--- config.mk ---
export PLATFORM = sky130hd
export DESIGN_NAME = victim_way_select_flat
export DESIGN_NICKNAME = d
export VERILOG_FILES = /design/src/rtl/cache_pkg.sv /design/src/rtl/victim_way_select_if.sv /design/src/rtl/prio_find.sv /design/src/rtl/victim_way_select.sv /design/src/flat_wrapper.sv
export SDC_FILE = /design/constraint.sdc
export NUM_CORES = 1
export LEC_CHECK = 0
export CORE_MARGIN = 3
export CORE_UTILIZATION = 50
export CTS_BUF_LIST = sky130_fd_sc_hd__clkbuf_4
export CTS_CLUSTER_SIZE = 8
export DETAILED_ROUTE_END_ITERATION = 8
export PLACE_DENSITY = 0.67
export SLEW_MARGIN = 20
export SYNTH_ARGS = -nofsm -noshare
export SYNTH_HDL_FRONTEND = slang
export SYNTH_SLANG_ARGS = --single-unit
--- constraint.sdc ---
create_clock -name clk -period 5.1 [get_ports clk]
set_input_delay 0.51 -clock clk [delete_from_list [all_inputs] [get_ports clk]]
set_output_delay 0.51 -clock clk [all_outputs]
set_load 0.01 [all_outputs]
--- src/rtl/cache_pkg.sv ---
// cache_pkg: shared cache geometry defaults and victim-select payload types.
//   DEF_LOG_WAYS / DEF_LOG_SETS : default associativity / set-count exponents
//   way_t, set_t, way_mask_t    : index and mask types at default geometry
//   victim_resp_t               : {way, fill, none} result as seen by the miss handler
package cache_pkg;

   localparam int unsigned DEF_LOG_WAYS = 2;
   localparam int unsigned DEF_LOG_SETS = 6;
   localparam int unsigned DEF_WAYS     = 1 << DEF_LOG_WAYS;
   localparam int unsigned DEF_SETS     = 1 << DEF_LOG_SETS;

   typedef logic [DEF_LOG_WAYS-1:0] way_t;
   typedef logic [DEF_LOG_SETS-1:0] set_t;
   typedef logic [DEF_WAYS-1:0]     way_mask_t;

   typedef struct packed {
      way_t way;
      logic fill;
      logic none;
   } victim_resp_t;

   // Pack the three result fields the way the miss handler consumes them.
   function automatic victim_resp_t make_resp(way_t way, logic fill, logic none);
      victim_resp_t r;
      r.way  = way;
      r.fill = fill;
      r.none = none;
      return r;
   endfunction

endpackage

--- src/rtl/victim_way_select_if.sv ---
// victim_way_select_if: request/response channel between miss handler and victim selector.
//   req_valid/req_ready     : request handshake
//   req_set/req_invalid/req_lock : set index, invalid-way mask, locked-way mask
//   resp_valid/resp_ready   : response handshake
//   resp_way/resp_fill/resp_none : chosen way, way was invalid, nothing selectable
//   master = miss handler side, slave = victim selector side
interface victim_way_select_if #(
   parameter int unsigned LOG_WAYS = cache_pkg::DEF_LOG_WAYS,
   parameter int unsigned LOG_SETS = cache_pkg::DEF_LOG_SETS
);

   localparam int unsigned WAYS = 1 << LOG_WAYS;

   logic                req_valid;
   logic                req_ready;
   logic [LOG_SETS-1:0] req_set;
   logic [WAYS-1:0]     req_invalid;
   logic [WAYS-1:0]     req_lock;
   logic                resp_valid;
   logic                resp_ready;
   logic [LOG_WAYS-1:0] resp_way;
   logic                resp_fill;
   logic                resp_none;

   modport master (
      output req_valid, req_set, req_invalid, req_lock, resp_ready,
      input  req_ready, resp_valid, resp_way, resp_fill, resp_none
   );

   modport slave (
      input  req_valid, req_set, req_invalid, req_lock, resp_ready,
      output req_ready, resp_valid, resp_way, resp_fill, resp_none
   );

endinterface

--- src/rtl/prio_find.sv ---
// prio_find: priority search over a bit vector with an optional rotated start.
//   vec   : candidate bits, bit i = entry i
//   start : search origin; the vector is rotated right by start before the search
//   index : (found position in rotated vector + start) mod 2**LOG_INPUTS
//   found : any bit of vec set
// PICK_HIGH selects the highest set bit instead of the lowest (used with start = 0).
module prio_find #(
   parameter int unsigned LOG_INPUTS = 2,
   parameter bit          PICK_HIGH  = 1'b0
) (
   input  logic [(1<<LOG_INPUTS)-1:0] vec,
   input  logic [LOG_INPUTS-1:0]      start,
   output logic [LOG_INPUTS-1:0]      index,
   output logic                       found
);

   localparam int unsigned N = 1 << LOG_INPUTS;

   logic [2*N-1:0]        dbl;
   logic [N-1:0]          rot;
   logic [LOG_INPUTS-1:0] pos;

   // Rotate right by start: the low half of the doubled vector shifted down.
   always_comb begin
      dbl = {vec, vec} >> start;
      rot = dbl[N-1:0];
   end

   // Fixed-priority pick; the last match in loop order wins.
   always_comb begin
      pos = '0;
      if (PICK_HIGH) begin
         for (int i = 0; i < int'(N); i++) begin
            if (rot[i]) pos = LOG_INPUTS'(i);
         end
      end else begin
         for (int i = int'(N) - 1; i >= 0; i--) begin
            if (rot[i]) pos = LOG_INPUTS'(i);
         end
      end
   end

   // Undo the rotation; natural wrap in LOG_INPUTS bits.
   assign index = pos + start;
   assign found = |vec;

endmodule

--- src/rtl/victim_way_select.sv ---
// victim_way_select: picks the way to fill or evict on a cache miss.
//   clk, reset : clock, synchronous active-high reset
//   bus        : victim_way_select_if.slave
//                request  {set, invalid mask, lock mask} under req_valid/req_ready
//                response {way, fill, none} under resp_valid/resp_ready, one cycle after accept
// Unlocked invalid ways are preferred (lowest or highest index per PICK_HIGH);
// otherwise a per-set round-robin pointer chooses the next unlocked way.
module victim_way_select
   import cache_pkg::*;
#(
   parameter int unsigned LOG_WAYS  = DEF_LOG_WAYS,
   parameter int unsigned LOG_SETS  = DEF_LOG_SETS,
   parameter bit          PICK_HIGH = 1'b0
) (
   input logic                clk,
   input logic                reset,
   victim_way_select_if.slave bus
);

   localparam int unsigned WAYS = 1 << LOG_WAYS;
   localparam int unsigned SETS = 1 << LOG_SETS;

   logic [LOG_WAYS-1:0] rr_ptr [SETS];

   logic [LOG_WAYS-1:0] ptr_cur;
   logic [WAYS-1:0]     cand_inv;
   logic [WAYS-1:0]     cand_ev;
   logic [LOG_WAYS-1:0] inv_idx;
   logic [LOG_WAYS-1:0] ev_idx;
   logic                inv_found;
   logic                ev_found;

   logic                ready;
   logic                accept;

   logic [LOG_WAYS-1:0] nxt_way;
   logic                nxt_fill;
   logic                nxt_none;
   logic                ptr_we;

   logic                resp_valid_q;
   logic [LOG_WAYS-1:0] resp_way_q;
   logic                resp_fill_q;
   logic                resp_none_q;

   // Handshake: a slot is free when empty or being drained; closed during reset.
   assign ready  = ~reset & (~resp_valid_q | bus.resp_ready);
   assign accept = bus.req_valid & ready;

   // Candidate masks.
   always_comb begin
      ptr_cur  = rr_ptr[bus.req_set];
      cand_inv = bus.req_invalid & ~bus.req_lock;
      cand_ev  = ~bus.req_lock;
   end

   // Invalid-way pick: fixed priority, no rotation.
   prio_find #(
      .LOG_INPUTS (LOG_WAYS),
      .PICK_HIGH  (PICK_HIGH)
   ) u_inv_find (
      .vec   (cand_inv),
      .start ('0),
      .index (inv_idx),
      .found (inv_found)
   );

   // Eviction pick: lowest unlocked way at or after the set's pointer, wrapping.
   prio_find #(
      .LOG_INPUTS (LOG_WAYS),
      .PICK_HIGH  (1'b0)
   ) u_ev_find (
      .vec   (cand_ev),
      .start (ptr_cur),
      .index (ev_idx),
      .found (ev_found)
   );

   // Result selection and pointer-advance decision.
   always_comb begin
      nxt_way  = '0;
      nxt_fill = 1'b0;
      nxt_none = 1'b0;
      ptr_we   = 1'b0;
      if (inv_found) begin
         nxt_way  = inv_idx;
         nxt_fill = 1'b1;
      end else if (ev_found) begin
         nxt_way  = ev_idx;
         ptr_we   = 1'b1;
      end else begin
         nxt_none = 1'b1;
      end
   end

   // Output register and round-robin pointers; a new result may replace one being consumed.
   always_ff @(posedge clk) begin
      if (reset) begin
         resp_valid_q <= 1'b0;
         resp_way_q   <= '0;
         resp_fill_q  <= 1'b0;
         resp_none_q  <= 1'b0;
         for (int s = 0; s < int'(SETS); s++) begin
            rr_ptr[s] <= '0;
         end
      end else begin
         if (accept) begin
            resp_valid_q <= 1'b1;
            resp_way_q   <= nxt_way;
            resp_fill_q  <= nxt_fill;
            resp_none_q  <= nxt_none;
            if (ptr_we) begin
               rr_ptr[bus.req_set] <= ev_idx + LOG_WAYS'(1);
            end
         end else if (bus.resp_ready) begin
            resp_valid_q <= 1'b0;
         end
      end
   end

   assign bus.req_ready  = ready;
   assign bus.resp_valid = resp_valid_q;
   assign bus.resp_way   = resp_way_q;
   assign bus.resp_fill  = resp_fill_q;
   assign bus.resp_none  = resp_none_q;

endmodule
--- src/flat_wrapper.sv ---
// flat-port wrapper written by rule: the top's interface ports become plain ports
module victim_way_select_flat import cache_pkg::*;
#(
   parameter int unsigned LOG_WAYS  = DEF_LOG_WAYS,
   parameter int unsigned LOG_SETS  = DEF_LOG_SETS,
   parameter bit          PICK_HIGH = 1'b0
)
  (clk, reset, bus_req_valid, bus_req_set, bus_req_invalid, bus_req_lock, bus_resp_ready, bus_req_ready, bus_resp_valid, bus_resp_way, bus_resp_fill, bus_resp_none);
  victim_way_select_if #(.LOG_WAYS(LOG_WAYS), .LOG_SETS(LOG_SETS)) bus_i ();
  input logic clk;
  input logic reset;
  input wire logic [$bits(bus_i.req_valid)-1:0] bus_req_valid;
  input wire logic [$bits(bus_i.req_set)-1:0] bus_req_set;
  input wire logic [$bits(bus_i.req_invalid)-1:0] bus_req_invalid;
  input wire logic [$bits(bus_i.req_lock)-1:0] bus_req_lock;
  input wire logic [$bits(bus_i.resp_ready)-1:0] bus_resp_ready;
  output wire logic [$bits(bus_i.req_ready)-1:0] bus_req_ready;
  output wire logic [$bits(bus_i.resp_valid)-1:0] bus_resp_valid;
  output wire logic [$bits(bus_i.resp_way)-1:0] bus_resp_way;
  output wire logic [$bits(bus_i.resp_fill)-1:0] bus_resp_fill;
  output wire logic [$bits(bus_i.resp_none)-1:0] bus_resp_none;
  assign bus_i.req_valid = bus_req_valid;
  assign bus_i.req_set = bus_req_set;
  assign bus_i.req_invalid = bus_req_invalid;
  assign bus_i.req_lock = bus_req_lock;
  assign bus_i.resp_ready = bus_resp_ready;
  assign bus_req_ready = bus_i.req_ready;
  assign bus_resp_valid = bus_i.resp_valid;
  assign bus_resp_way = bus_i.resp_way;
  assign bus_resp_fill = bus_i.resp_fill;
  assign bus_resp_none = bus_i.resp_none;
  victim_way_select #(.LOG_WAYS(LOG_WAYS), .LOG_SETS(LOG_SETS), .PICK_HIGH(PICK_HIGH)) u_core (.clk(clk), .reset(reset), .bus(bus_i));
endmodule
==> flow_metrics.py <==
metrics = {
    "routing": {
        "wl_mm": 17.25,
        "drtIter0Drc": 680,
        "drc": 0,
        "ant_nets": 0,
        "first_pass_iters": 5,
        "vias": 5095,
        "wire_per_inst_um": 21.76,
        "drt-vias-per-instance": 6.425,
    },
    "floorplanning": {
        "fp.dieH_um": 125.1,
        "core-area_um2": 13560,
        "die_w_um": 125.1,
        "io_pins": 24,
        "dieArea_um2": 15650,
        "initial_core_util": 0.5233,
        "fp-row-count": 42,
    },
    "clock_network": {
        "cts_made_buffers": 17,
        "cts_repair_resize_count": 0,
        "numClockSinks": 133,
        "root_buffer": "clkbuf_4",
        "clock_latency_ps": 560,
        "cts.clk_slew.worst_paths_ps": 110,
        "cts_tree": "yes",
        "ctsLongestPathBuffers": 2,
        "holdBufCountCts": 0,
        "post_cts_buffers": 0,
        "htreeDepth": 4,
    },
    "setup_path": {
        "cp.required_ps": 5410,
        "start_kind": "input port",
        "critical-path-max-stage-delay_ps": 690,
        "slowest_stage": "xnor3_4",
        "critPathMaxFanout": 26,
        "critPathCaptureType": "flip-flop",
        "crit_chain": "clkdlybuf4s50_1 -> buf_4 -> nor3b_1 -> a32o_1 -> a21oi_1 -> o221ai_1 -> nor3_4 -> nor2_1 -> o22ai_1 -> a211oi_1 -> a21oi_1 -> ha_1 -> inv_1 -> xnor3_4 -> buf_4 -> nor3_2",
        "cp.arrival_ps": 4670,
        "critPathKind": "in -> reg",
    },
    "sta": {
        "setup_viol": 0,
        "worstMarginPinSlew_ps": 649.0,
        "fin_crit_ps": 4360,
        "layout_setup_ws_ps": 739.8,
        "max_freq_mhz": 229.3,
        "finalMaxSlewViolations": 0,
        "finalCritPeriodShare": 0.8549,
        "holdWs_ps": 519.1,
        "fin_tns_setup_ps": 0,
        "rsz0062_at_grt": "false",
        "fin_worst_skew_ps": 19.38,
        "relSlewSlack": 0.5673,
        "hold_viol": 0,
    },
    "synth": {
        "netlist.area_leader.share": 0.5418,
        "syn_area_um2": 7094,
        "synth_cells": 599,
        "synth_edf_count": 128,
        "synth_seq_area_share": 0.5559,
        "yosysWarnings": 0,
        "synth_area_leaders": "edfxtp_1 (54%), nor3_2 (8.5%), o21ai_0 (4.9%)",
        "syn_area_per_cell_um2": 11.84,
        "yosys_most_used_dff": "edfxtp_1",
        "ys_ff_latch": 133,
        "async_flop_share": 0,
        "synth_nets": 618,
        "ys_types": 65,
        "synth_largest_area_cell": "edfxtp_1",
    },
    "hold_path": {
        "hold_class": "reg -> reg",
    },
    "global_routing": {
        "antenna_found_initial": 0,
        "overflow": 0,
        "grt_pass1_vias": 4885,
        "grt_max_degree": 66,
        "grt_pass1_wl_mm": 27.30,
        "grt_usage": 0.2244,
    },
    "job": {
        "drv_cap": 0,
    },
    "placement": {
        "dp_hpwl_mm": 11.20,
        "dp_cells": 761,
        "dpl_worst_slack_ps": 280.9,
        "gp_congestion": 0.8444,
        "portBuffers": 23,
    },
    "final_layout": {
        "area_growth_pct": 10.04,
        "stdcell_count": 793,
        "diodes": 0,
        "most-common-layout-cells": "edfxtp_1 (128), nor2_1 (71), o21ai_0 (69)",
        "final_core_util": 0.5758,
        "final_nets": 623,
        "layout_commonest_cell": "edfxtp_1",
        "drive_above_1_share": 0.2464,
    },
    "power_and_ir_drop": {
        "p_per_area_nw_per_um2": 328.9,
        "irDropWorstVdd_mv": 0.1955,
        "power_leakage_nw": 2.460,
    },
    "run_status": {
        "run_status": "completed",
    },
}
[registers in the layout (all words and copies together), names as in the netlist]
| register | cells |
|---|---|
| u_core.bus.resp_fill | 1 |
| u_core.bus.resp_way | 2 |
| u_core.bus.resp_valid | 1 |
| u_core.rr_ptr | 128 |
| u_core.bus.resp_none | 1 |
[cells in the mapped netlist (all sizes together) (6+ instances only)]
cell type / number
a21oi: 9
a22oi: 6
buf: 28
clkbuf: 41
edfxtp: 128
inv: 7
mux2: 9
mux2i: 18
mux4: 11
nand2: 18
nand2b: 12
nand3: 14
nand3b: 6
nor2: 71
nor3: 72
o21ai: 70
[critical path: cells and delay by family]
family / cells / cell delay, ps
adders and majority gates: 1 / 390
AOI/OAI and AO/OA: 6 / 1080
xor gates and xnor gates: 1 / 690
buffers and inverters: 4 / 1150
and+or+nand+nor: 4 / 820
[power by group]
group / internal, mW / leakage, nW / total [mW] / switching [mW]
Sequential: 1.23 / 1.36 / 1.24 / 0.0123
Clock: 0.448 / 0.182 / 0.831 / 0.383
Combinational: 0.142 / 0.917 / 0.494 / 0.352
[layout make-up]
type                    instances  area (um2)
fillers                      1116        5752
multi-input cells             389        2779
inverters                       8       30.03
well taps                     176       220.2
clock inverters                12       185.2
clock buffers                  20       150.1
repair buffers                 55       498.0
flip-flops and latches        133        3944
[final timing paths]
path	startpoint	endpoint	slack [ps]	depth (start not counted)
worst max-delay path	bus_req_set[0]	u_core.rr_ptr[40][1]	740	16
worst min register to register	u_core.bus.resp_none	u_core.bus.resp_none	520	2
worst min-delay path	u_core.bus.resp_none	u_core.bus.resp_none	520	2
worst max register to register	u_core.rr_ptr[59][1]	u_core.rr_ptr[40][1]	1040	13
[stage by stage]
stage,power [mW],instance area [um2]
after floorplan,1.661,7094
after global placement,1.749,7471
after detailed placement,1.758,7471
after CTS,2.577,7806
after global routing,2.662,7806
final,2.567,7806
[layer usage]
metal	global-route usage	wire length (um)	up-vias
met5	0	0	-
met4	0.09311	474	0
met3	0.04478	1357	40
met2	0.3398	8104	243
met1	0.3190	7318	2531
li1	-	-	2281
[kinds of logic (layout without fill, tap and decap cells)]
family,after synthesis,in the layout,synth area share
buffers and inverters,77,95,0.05291
xor gates and xnor gates,2,2,0.004409
AOI/OAI and AO/OA,126,126,0.1116
and+or+nand+nor,222,222,0.1982
adders and majority gates,1,1,0.001763
DFF,133,133,0.5559
muxes,38,38,0.07513
(Power assumes the default switching activity.)
